===== src/rtl/mret_return_ctrl.sv =====
// MRET return sequencer: flushes the younger stages, redirects fetch to mepc,
// strobes the mstatus restore, then holds a refill window before the next MRET.
module mret_return_ctrl #(
   parameter int REFILL_CYCLES = 4,
   parameter int XLEN          = 32
) (
   input  logic            clk,
   input  logic            reset,
   input  logic            mret_mem_i,
   input  logic            stall_i,
   input  logic            trap_pending_i,
   input  logic [XLEN-1:0] mepc_i,
   input  logic            mstatus_mpie_i,
   input  logic            redirect_ready_i,
   output logic            flush_o,
   output logic            redirect_valid_o,
   output logic [XLEN-1:0] redirect_pc_o,
   output logic            mstatus_we_o,
   output logic            mie_new_o,
   output logic            mpie_new_o,
   output logic            busy_o
);

   localparam int            CW   = $clog2(REFILL_CYCLES + 1);
   localparam logic [CW-1:0] LAST = CW'(REFILL_CYCLES - 1);

   typedef enum logic [1:0] {IDLE, FLUSH, REDIRECT, REFILL} state_t;

   state_t          state, state_nxt;
   logic [CW-1:0]   count, count_nxt;
   logic [XLEN-1:0] target, target_nxt;
   logic            saved_mpie, saved_mpie_nxt;
   logic            handshake;

   always_ff @(posedge clk or posedge reset) begin
      if (reset) begin
         state      <= IDLE;
         count      <= '0;
         target     <= '0;
         saved_mpie <= 1'b0;
      end else begin
         state      <= state_nxt;
         count      <= count_nxt;
         target     <= target_nxt;
         saved_mpie <= saved_mpie_nxt;
      end
   end

   // The handshake is checked before the trap so an accepted redirect always
   // completes its mstatus restore.
   assign handshake = (state == REDIRECT) & redirect_ready_i;

   always_comb begin
      state_nxt      = state;
      count_nxt      = count;
      target_nxt     = target;
      saved_mpie_nxt = saved_mpie;
      case (state)
         IDLE: begin
            if (mret_mem_i & ~stall_i & ~trap_pending_i) begin
               target_nxt     = {mepc_i[XLEN-1:2], 2'b00};
               saved_mpie_nxt = mstatus_mpie_i;
               state_nxt      = FLUSH;
            end
         end
         FLUSH: state_nxt = trap_pending_i ? IDLE : REDIRECT;
         REDIRECT: begin
            if (handshake) begin
               count_nxt = '0;
               state_nxt = REFILL;
            end else if (trap_pending_i) begin
               state_nxt = IDLE;
            end
         end
         REFILL: begin
            if (count == LAST) begin
               count_nxt = '0;
               state_nxt = IDLE;
            end else begin
               count_nxt = count + CW'(1);
            end
         end
         default: state_nxt = IDLE;
      endcase
   end

   assign flush_o          = (state == FLUSH);
   assign redirect_valid_o = (state == REDIRECT);
   assign redirect_pc_o    = redirect_valid_o ? target : '0;
   assign mstatus_we_o     = handshake;
   assign mie_new_o        = handshake & saved_mpie;
   assign mpie_new_o       = handshake;
   assign busy_o           = (state != IDLE);

endmodule

===== config.mk =====
export PLATFORM = sky130hd
export DESIGN_NAME = mret_return_ctrl
export DESIGN_NICKNAME = d
export VERILOG_FILES = /design/src/rtl/mret_return_ctrl.sv
export SDC_FILE = /design/constraint.sdc
export NUM_CORES = 1
export LEC_CHECK = 0
export BUFFER_PORTS_ARGS = -buffer_cell sky130_fd_sc_hd__buf_2
export CAP_MARGIN = 20
export CORE_UTILIZATION = 35
export CTS_CLUSTER_DIAMETER = 60
export CTS_CLUSTER_SIZE = 28
export DETAILED_ROUTE_END_ITERATION = 7
export GPL_ROUTABILITY_DRIVEN = 0
export PLACE_DENSITY_LB_ADDON = 0.05
export SLEW_MARGIN = 25
export SYNTH_ARGS = -nofsm -noshare
export SYNTH_HDL_FRONTEND = slang
export SYNTH_SLANG_ARGS = --single-unit

===== constraint.sdc =====
create_clock -name clk -period 1.9 [get_ports clk]
set_clock_uncertainty 0.15 [all_clocks]
set_input_delay 0.57 -clock clk [delete_from_list [all_inputs] [get_ports clk]]
set_output_delay 0.57 -clock clk [all_outputs]
set_load 0.03 [all_outputs]

==> metrics.md, run 1 <==
| Metric | Value |
|---|---|
| Global-route wire length before repair | 6.10 mm |
| Cts bufs inserted | 5 |
| Clock buffer depth | 2 |
| M3 GR Usage | 5.06% |
| Fin area | 2700 µm² |
| Most frequent cell after synthesis | dfrtp_1 |
| Post-route DRC | 6 |
| Largest net degree at the start of global routing | 37 |
| Ys Warns | 0 |
| Type of origin of the critical path | register |
| CTS Hold Buffers Added | 0 |
| Setup Viol. Count Final | 67 |
| Period Utilization, post-route | 111% |
| Vias in the first global route | 1317 |
| Worst setup EP type | register |
| HP Class | primary input to asynchronous set/reset pin |
| Final setup margin | -0.211 ns |
| Fin. Hold Viols | 0 |
| # IOs | 77 |
| WHS | 0.230 ns |
| Dpl cell area | 2110 µm² |
| Core area | 4500 µm² |
| Dpl cells | 251 |
| GR Util All Layers | 15.8% |
| Wire per inst | 16.3 µm |
| Final nets | 255 |
| I/O Buffers | 72 |
| WP data required | 1.92 ns |
| EDFF count, synth | 0 |
| Ant. Diodes | 0 |
| Fillers | 368 |
| Gr ovfl total | 0 |
| Seq/Total Area, Yosys | 53.5% |
| Yosys cell types | 23 |
| Via density | 4.74 |
| Final min period | 2.11 ns |
| Most frequent cells after synthesis | 36 x dfrtp_1, 31 x and2_1, 31 x mux2_2, 4 x buf_6 |
| Status | finished with violations |
| Post-route ant nets | 0 |
| P per Cell Area | 1670 nW/µm² |
| Met1 Usage GRT | 18.4% |
| Failing checks | design-rule violations, negative setup slack |
| Met2 Use GR | 27.6% |
| Top_reg_cell synth | dfrtp_1 |
| Type of the worst setup path | register to register |
| Top post-synthesis cells by area | dfrtp_1 53%, mux2_2 21%, and2_1 12% |
| RSZ-0062 raised after global routing | true |
| Data arrival time of the worst path | 2.13 ns |
| Max Freq | 0.474 GHz |
| CTS H-tree depth | 2 |
| Worst-path clk slew | 0.07 ns |
| Vias | 1270 |
| Area growth syn-to-layout | 60.4% |
| Post-synthesis register bit count | 36 |
| Syn Inst Count | 130 |
| Synth Area per Inst | 13.0 µm² |
| Drt pass-1 iters | 6 |
| Syn Std Cell Area | 1690 µm² |
| Num rows | 24 |
| Total Routed Length | 4.37 mm |
| Die height | 71.4 µm |
| Most area-hungry cell type in the Yosys netlist | dfrtp_1 |
| Root Driver | clkbuf_8 |
| Area share of the largest cell type after synthesis | 53.5% |
| Num Clock Sinks | 36 |
| Pre-CTS WS | -0.0352 ns |
| Antenna violations before repair | 0 |
| Die area | 5100 µm² |
| GRT busiest layer | met2 |
| Async SR Flop Fraction | 100% |
| CP Max Fanout | 8 |
| Initial DRC count | 36 |
| Die Wd | 71.4 µm |
| Post-DP HPWL | 2.40 mm |
| Worst skew pair latency | 0.28 ns |
| Setup TNS | -10.97 ns |
| Slew Viols, Final | 0 |
| Worst vdd ir | 0.862 mV |
| Fin cells | 268 |
| Layout cells sized above 1 | 74.1% |
| Leak | 1.36 nW |
| CTS tree | built |
| Max Cap Viol | 0 |
| Initial core utilization | 37.4% |
cells in the final DEF, fill, tap and decap left out, types with 2 or more instances in the layout:
master	n
buf_4	8
nor2b_1	2
inv_1	2
buf_2	36
and2_4	25
conb_1	2
dfrtp_1	36
mux2_4	25
clkbuf_16	2
buf_6	39
clkbuf_8	6
mux2_2	8
and2_1	4
clkinv_2	2
and2_2	2
a21oi_1	2
stage by stage:
step                utilization [%]  total power [W]
global route                   60.0          0.00474
detailed placement             46.8          0.00307
CTS                            55.3          0.00419
floorplan                         -          0.00261
finish                         60.0          0.00451
global placement               46.8          0.00301
state kept, by name, summed over array words and instances (netlist names):
name        flops
state           2
target         30
saved_mpie      1
count           3
logic make-up after synthesis:
family | Yosys count | synth area share (%)
and+or+nand+nor | 41 | 16.0
DFF | 36 | 53.5
muxes | 33 | 22.0
buffers and inverters | 12 | 5.12
AOI/OAI and AO/OA | 6 | 2.38
adders and majority gates | 1 | 0.742
other | 1 | 0.223
metal layers:
metal,part of all wire [%],vias up
met2,50,45
met4,1.1,0
li1,-,595
met1,44,625
met5,0,-
met3,5.1,5
critical path, cell delays in order, from the launching register on:
cell       delay (ns)
dfrtp_1          0.41
buf_4            0.15
buf_6            0.11
or2_4            0.24
nor4b_4          0.26
buf_6            0.18
clkbuf_16        0.18
mux2_2           0.33
final timing paths:
kind	start	end	slack, ns	cells past startpoint
max	state[0]	target[4]	-0.21	7
min	reset	target[13]	0.23	3
max reg2reg	state[0]	target[4]	-0.21	7
min reg2reg	count[1]	count[1]	0.36	1
max in group asynchronous	reset	state[0]	1.05	3
min in group clk	count[1]	count[1]	0.36	1
power by group:
part / switching [W] / internal (W)
registers: 0.000215 / 0.00114
logic: 0.00117 / 0.00144
clock network: 0.000264 / 0.000289
total: 0.00165 / 0.00286
area by class of cell:
cell class | count | area [µm²] | area share (%)
Multi-Input combinational cell | 83 | 873 | 32.3
Sequential cell | 36 | 901 | 33.3
Timing Repair Buffer | 87 | 764 | 28.3
Clock inverter | 2 | 10.0 | 0.370
Tap cell | 52 | 65.1 | 2.41
Clock buffer | 6 | 82.6 | 3.05
Inverter | 2 | 7.51 | 0.278
repair_timing:
| item | 4_1_cts | 5_1_grt |
|---|---|---|
| cloned | 2 | 3 |
| resized for setup | 92 | 38 |
| setup endpoints to repair | 34 | 67 |
| setup buffers | 1 | 3 |
| pin swaps | 18 | 7 |
No activity file was read; power rests on OpenSTA's default activity.
==> run 2: changes to the inputs <==
--- a/config.mk
+++ b/config.mk
@@ -5,7 +5,7 @@
 export SDC_FILE = /design/constraint.sdc
 export NUM_CORES = 1
 export LEC_CHECK = 0
-export BUFFER_PORTS_ARGS = -buffer_cell sky130_fd_sc_hd__buf_2
+export BUFFER_PORTS_ARGS = -buffer_cell sky130_fd_sc_hd__buf_4
 export CAP_MARGIN = 20
 export CORE_UTILIZATION = 35
 export CTS_CLUSTER_DIAMETER = 60
==> run 2 against run 1 <==
The flow still finishes with violations (design-rule violations, negative setup slack). Sequential cell count unchanged. Combinational power fell by 7.7%. Via count about the same. Clock-buffer cell count grew 1. Setup slack improved by 0.036 ns. First-iteration DRC count grew 97%. Sequential power decreased by 3%. Cell count decreased by 0.37%. Fmax increased by 1.7%. Critical path depth fell by 3. Critical path type is now register to output port. Largest cell class unchanged.
==> metrics.md, run 2 (synthesis results as in run 1) <==
| Metric | Value |
|---|---|
| Max reg flops | 30 (unchanged) |
| Leak | 1.33 nW (-2.1%) |
| # IOs | 77 (unchanged) |
| HP Class | primary input to asynchronous set/reset pin |
| Switching power total | 0.00157 W (-4.6%) |
| Dpl cell area | 2290 µm² (+8.5%) |
| Largest regs | target x30, count x3, state x2 |
| Total chip power | 0.00444 W (-1.5%) |
| Type of the worst setup path | register to output port |
| Post-route ant nets | 0 (unchanged) |
| Type of origin of the critical path | register |
| Cts bufs inserted | 5 (unchanged) |
| Setup TNS | -8.14 ns (+2.83 ns) |
| Setup Viol. Count Final | 66 (-1.5%) |
| Area growth syn-to-layout | 61.8% |
| Most common cell after layout, fill and taps aside | buf_4 |
| Largest net degree at the start of global routing | 37 (unchanged) |
| Final min period | 2.07 ns (-0.0361 ns) |
| Vias | 1271 (+0.079%) |
| Total Routed Length | 4.08 mm (-6.6%) |
| WHS | 0.256 ns (+0.0259 ns) |
| Final setup margin | -0.175 ns (+0.0361 ns) |
| CP top delay family | flip-flops |
| Global-route wire length before repair | 6.31 mm (+3.4%) |
| Ant. Diodes | 0 (unchanged) |
| Sequential share of power | 29.5% (-0.4 points) |
| Wire per inst | 15.3 µm (-6.3%) |
| Core area | 4500 µm² (unchanged) |
| Data arrival time of the worst path | 1.35 ns (-0.78 ns) |
| Initial core utilization | 37.4% (unchanged) |
| Switching Share | 35.4% (-1.2 points) |
| WP buf/inv | 2 (-2) |
| Logic pwr share | 54.1% (-3.7 points) |
| Gr ovfl total | 0 (unchanged) |
| WP depth | 4 (-3) |
| Period Utilization, post-route | 109% (-1.9 points) |
| Worst setup EP type | output port |
| CP Cell Sequence | nor2b_4 -> buf_6 -> and2_4 -> buf_4 |
| R2R depth | 6 (-1) |
| Initial DRC count | 71 (+97%) |
| Internal Power | 0.00287 W (+0.34%) |
| CP Max Fanout | 14 (+6) |
| Dpl cells | 251 (unchanged) |
| Fin area | 2730 µm² (+0.88%) |
| Drt pass-1 iters | 6 (unchanged) |
| GR Util All Layers | 16.5% (+0.61 points) |
| Max Freq | 0.482 GHz (+1.7%) |
| Clock buffer depth | 2 (unchanged) |
| CP max stage delay | 0.41 ns (about the same) |
| Max Cap Viol | 0 (unchanged) |
| Die height | 71.4 µm (unchanged) |
| RSZ-0062 raised after global routing | true |
| Status | finished with violations |
| Fin cells | 267 (-0.37%) |
| Clock power share | 16.3% (+4.0 points) |
| Num rows | 24 (unchanged) |
| Post-DP HPWL | 2.52 mm (+5.3%) |
| Most frequent cells in the layout | 44 x buf_4, 38 x buf_6, 36 x dfrtp_1, 22 x mux2_2, 16 x and2_1 |
| CTS H-tree depth | 2 (unchanged) |
| Worst-path clk slew | 0.07 ns (about the same) |
| Layout cells sized above 1 | 68.8% (-5.2 points) |
| Worst skew pair latency | 0.28 ns (about the same) |
| Post-route DRC | 6 (unchanged) |
| Fin. Hold Viols | 0 (unchanged) |
| WP data required | 1.18 ns (-0.74 ns) |
| I/O Buffers | 72 (unchanged) |
| Die area | 5100 µm² (unchanged) |
| Antenna violations before repair | 0 (unchanged) |
| Die Wd | 71.4 µm (unchanged) |
| Vias in the first global route | 1342 (+1.9%) |
| Failing checks | design-rule violations, negative setup slack |
| CTS Hold Buffers Added | 0 (unchanged) |
| Worst vdd ir | 0.849 mV (-1.5%) |
| Root Driver | clkbuf_8 |
| CTS tree | built |
| Slew Viols, Final | 0 (unchanged) |
| P per Cell Area | 1630 nW/µm² (-2.3%) |
| Num Clock Sinks | 36 (unchanged) |
| Final nets | 254 (-0.39%) |
| Critical-path top delay cell | dfrtp_1 |
| Largest Register | target |
| Via density | 4.76 (+0.45%) |
[run 2: cell count changes in the layout (fill, tap and decap cells not counted), moves of 2 or more]
cell / delta
buf_2: -36
buf_4: +36
and2_4: -19
mux2_2: +14
mux2_4: -14
and2_1: +12
and2_2: +7
clkinv_2: -2
[run 2: worst reg2reg max path, stage by stage (launching register included)]
cell and delay, ns:
dfrtp_1 0.41, buf_4 0.15, or2_4 0.24, nor4b_4 0.27, buf_6 0.18, clkbuf_16 0.17, mux2_2 0.33
[run 2: per-layer routing]
layer / routed length, µm / vias to the layer above / global-route usage, %
met4: 51 / 0 / 5.33
met1: 1770 / 624 / 19.3
li1: - / 597 / -
met2: 2040 / 43 / 28.5
met5: 0 / - / 0
met3: 215 / 7 / 5.49
[run 2: metrics by stage]
stage                     setup WS [ns]  util (%)
after floorplan                 -0.0678         -
after global routing             -0.239      60.6
after global placement         -0.00441      50.8
final                            -0.175      60.6
after CTS                        -0.177      57.3
after detailed placement        -0.0169      50.8
[run 2: cell type report]
class                   count  area (µm²)
well taps                  52        65.1
inverters                   2        7.51
clock inverters             1        30.0
repair buffers             86         843
fillers                   370        1780
clock buffers               7        96.3
multi-input cells          83         785
flip-flops and latches     36         901
[run 2: power groups by stage]
stage / clock network (W) / registers (W) / logic (W)
finish: 0.000725 / 0.00131 / 0.00241
global route: 0.000794 / 0.00137 / 0.00254
CTS: 0.000750 / 0.00130 / 0.00224
detailed placement: 0 / 0.00132 / 0.00193
global placement: 0 / 0.00129 / 0.00189
floorplan: 0 / 0.00126 / 0.00136
[run 2: worst paths after layout]
kind	from	endpoint	slack, ns
worst min-delay path	reset	target[16]	0.26
worst max register to register	state[0]	target[3]	-0.12
worst max-delay path	state[0]	mpie_new_o	-0.17
min in group clk	target[24]	target[24]	0.35
max in group asynchronous	reset	target[24]	1.03
worst min register to register	target[24]	target[24]	0.35
[run 2: timing repair]
item / 4_1_cts / 5_1_grt
pin swaps: 1 / 1
setup endpoints to repair: 34 / 67
gates cloned: 1 / 3
setup buffers: 2 / 2
resized for setup: 39 / 20
==> run 3: changes to the inputs <==
--- a/config.mk
+++ b/config.mk
@@ -5,12 +5,15 @@
 export SDC_FILE = /design/constraint.sdc
 export NUM_CORES = 1
 export LEC_CHECK = 0
-export BUFFER_PORTS_ARGS = -buffer_cell sky130_fd_sc_hd__buf_4
+export ABC_AREA = 1
 export CAP_MARGIN = 20
+export CELL_PAD_IN_SITES_DETAIL_PLACEMENT = 1
+export CELL_PAD_IN_SITES_GLOBAL_PLACEMENT = 1
 export CORE_UTILIZATION = 35
 export CTS_CLUSTER_DIAMETER = 60
 export CTS_CLUSTER_SIZE = 28
 export DETAILED_ROUTE_END_ITERATION = 7
+export DONT_BUFFER_PORTS = 1
 export GPL_ROUTABILITY_DRIVEN = 0
 export PLACE_DENSITY_LB_ADDON = 0.05
 export SLEW_MARGIN = 25
==> run 3 against run 2 <==
The run ends with negative setup slack left. Register-to-register slack better by 0.34 ns. First-iteration DRC count is 21% lower. Total power is 5.0% lower. Critical path type unchanged.
==> metrics.md, run 3 <==
| Metric | Value |
|---|---|
| Met1 Usage GRT | 18.5% (-0.72 points) |
| GRT busiest layer | met2 |
| Ant. Diodes | 0 (unchanged) |
| Yosys cell types | 18 (-22%) |
| Vias | 1395 (+9.8%) |
| Type of the worst setup path | register to output port |
| Core area | 4720 µm² (+4.9%) |
| Period Utilization, post-route | 103% (-5.8 points) |
| Num rows | 25 (+4.2%) |
| Setup Viol. Count Final | 31 (-53%) |
| Layout cells sized above 1 | 29.6% (-39 points) |
| Initial core utilization | 36.2% (-1.3 points) |
| Synth Area per Inst | 8.17 µm² (-37%) |
| Final nets | 287 (+13%) |
| Data arrival time of the worst path | 1.24 ns (-0.11 ns) |
| Met2 Use GR | 28.7% (+0.26 points) |
| Die Wd | 71.9 µm (+0.65%) |
| RSZ-0062 raised after global routing | true |
| Clock buffer depth | 2 (unchanged) |
| Top_reg_cell synth | dfrtp_1 |
| Internal Power | 0.00229 W (-20%) |
| HP Class | primary input to asynchronous set/reset pin |
| Drt pass-1 iters | 4 (-2) |
| Slew Viols, Final | 0 (unchanged) |
| Async SR Flop Fraction | 100% (unchanged) |
| Most frequent cells in the layout | 52 x nor2_1, 37 x inv_1, 36 x dfrtp_1, 29 x a21oi_1, 26 x buf_4 |
| Initial DRC count | 56 (-21%) |
| CTS H-tree depth | 2 (unchanged) |
| Vias in the first global route | 1427 (+6.3%) |
| R2r setup slk | 0.22 ns (+0.34 ns) |
| Largest net degree at the start of global routing | 47 (+27%) |
| Worst setup EP type | output port |
| Logic pwr share | 58.6% (+4.5 points) |
| Dpl cell area | 2000 µm² (-13%) |
| # IOs | 77 (unchanged) |
| Post-synthesis register bit count | 36 (unchanged) |
| Top post-synthesis cells by area | dfrtp_1 53%, nor2_1 15%, inv_1 8.8% |
| GR Util All Layers | 16.3% (-0.11 points) |
| M3 GR Usage | 4.36% (-1.1 points) |
| Most common cell after layout, fill and taps aside | nor2_1 |
| Syn Std Cell Area | 1710 µm² (+1.3%) |
| Clock power share | 11.7% (-4.6 points) |
| Worst-path clk slew | 0.07 ns (about the same) |
| Cts bufs inserted | 5 (unchanged) |
| Sequential share of power | 29.7% (+0.2 points) |
| Post-DP HPWL | 2.91 mm (+15%) |
| Final min period | 1.96 ns (-0.110 ns) |
| Root Driver | clkbuf_8 |
| Final setup margin | -0.0645 ns (+0.110 ns) |
| I/O Buffers | 0 (-100%) |
| Most area-hungry cell type in the Yosys netlist | dfrtp_1 |
| Max Freq | 0.509 GHz (+5.6%) |
| Area share of the largest cell type after synthesis | 52.7% (-0.70 points) |
| Total Routed Length | 3.97 mm (-2.6%) |
| CP Max Fanout | 16 (+2) |
| Largest regs | target x30, count x3, state x2 |
| WP data required | 1.18 ns (about the same) |
| Num Clock Sinks | 36 (unchanged) |
| Worst skew pair latency | 0.27 ns (about the same) |
| Fin area | 2210 µm² (-19%) |
| Antenna violations before repair | 0 (unchanged) |
| Max reg flops | 30 (unchanged) |
| WHS | 0.140 ns (-0.117 ns) |
| Max Cap Viol | 0 (unchanged) |
| Leak | 1.19 nW (-10%) |
| Seq/Total Area, Yosys | 52.7% (-0.70 points) |
| Failing checks | negative setup slack |
| Most frequent cell after synthesis | nor2_1 |
| Gr ovfl total | 0 (unchanged) |
| Post-route DRC | 0 (-6) |
| Most frequent cells after synthesis | 66 x nor2_1, 40 x inv_1, 36 x dfrtp_1, 29 x a21oi_1, 12 x nand2_1 |
| Ys Warns | 0 (unchanged) |
| Pre-CTS WS | 0.135 ns (+0.152 ns) |
| Die height | 71.9 µm (+0.65%) |
| Switching Share | 45.8% (+10 points) |
| Post-route ant nets | 0 (unchanged) |
| Area growth syn-to-layout | 29.5% |
| Wire per inst | 12.6 µm (-17%) |
| Die area | 5160 µm² (+1.3%) |
| EDFF count, synth | 0 (unchanged) |
| Via density | 4.44 (-6.7%) |
| Status | finished with violations |
| Global-route wire length before repair | 6.42 mm (+1.9%) |
| Syn Inst Count | 209 (+61%) |
| CTS tree | built |
| Fin. Hold Viols | 0 (unchanged) |
| Largest Register | target |
| Switching power total | 0.00193 W (+23%) |
| Type of origin of the critical path | register |
| Final core utilization | 46.8% (-14 points) |
| Worst vdd ir | 0.713 mV (-16%) |
| P per Cell Area | 1910 nW/µm² (+17%) |
run 3: layout make-up:
type / count / area, µm²
inverter: 40 / 153
sequential: 36 / 901
clock inverter: 1 / 5.00
tap: 67 / 83.8
multi-input combinational: 122 / 608
fill: 583 / 2510
clock buffer: 6 / 72.6
timing repair buffer: 42 / 388
run 3: critical path, stage by stage, from the launching register on:
cell and delay (ns):
dfrtp_1 0.39, inv_2 0.08, nand2_4 0.08, buf_12 0.16
nor2_1 0.10, buf_4 0.17
run 3: logic make-up (layout without fill, tap and decap cells):
kind of cell	after synthesis	count (layout)	synth area share, %
adders and majority gates	1	1	0.732
other	1	2	0.220
buffers and inverters	52	89	14.9
and+or+nand+nor	85	85	20.6
AOI/OAI and AO/OA	34	34	10.8
DFF	36	36	52.7
run 3: routing by layer:
| metal | wire (µm) | part of all wire [%] | vias up |
|---|---|---|---|
| li1 | - | - | 690 |
| met1 | 1580 | 40 | 656 |
| met2 | 2110 | 53 | 43 |
| met3 | 220 | 5.5 | 6 |
| met4 | 60 | 1.5 | 0 |
| met5 | 0 | 0 | - |
run 3: worst paths after layout:
kind / startpoint / to / depth (start not counted)
setup / recovery: state[0] / redirect_pc_o[5] / 5
max in group asynchronous: reset / target[19] / 2
setup reg to reg: state[1] / target[13] / 7
hold reg to reg: count[0] / count[0] / 1
hold / removal: reset / target[23] / 2
min in group clk: mepc_i[19] / target[19] / 2
run 3: stage by stage:
step / total power, W / cells / TNS, ns
6_report: 0.00422 / 314 / -1.30
4_1_cts: 0.00403 / 312 / -2.37
2_1_floorplan: 0.00276 / 210 / -0.564
3_5_place_dp: 0.00349 / 305 / 0
3_3_place_gp: 0.00338 / 305 / 0
5_1_grt: 0.00453 / 314 / -3.45
run 3: power groups by stage:
stage                     registers [W]  logic (W)  clock network [W]
after floorplan                 0.00125    0.00151                  0
after global placement          0.00124    0.00214                  0
after detailed placement        0.00127    0.00223                  0
after CTS                       0.00125    0.00226           0.000514
after global routing            0.00129    0.00268           0.000554
final                           0.00125    0.00247           0.000494
run 3: repair_timing:
action                                  in CTS  in global routing
resized for setup                            5                 33
buffers inserted                             0                  3
pin swaps                                    0                  3
hold endpoints to repair                     0                  0
endpoints found under the setup margin      33                 34
hold buffers                                 0                  0
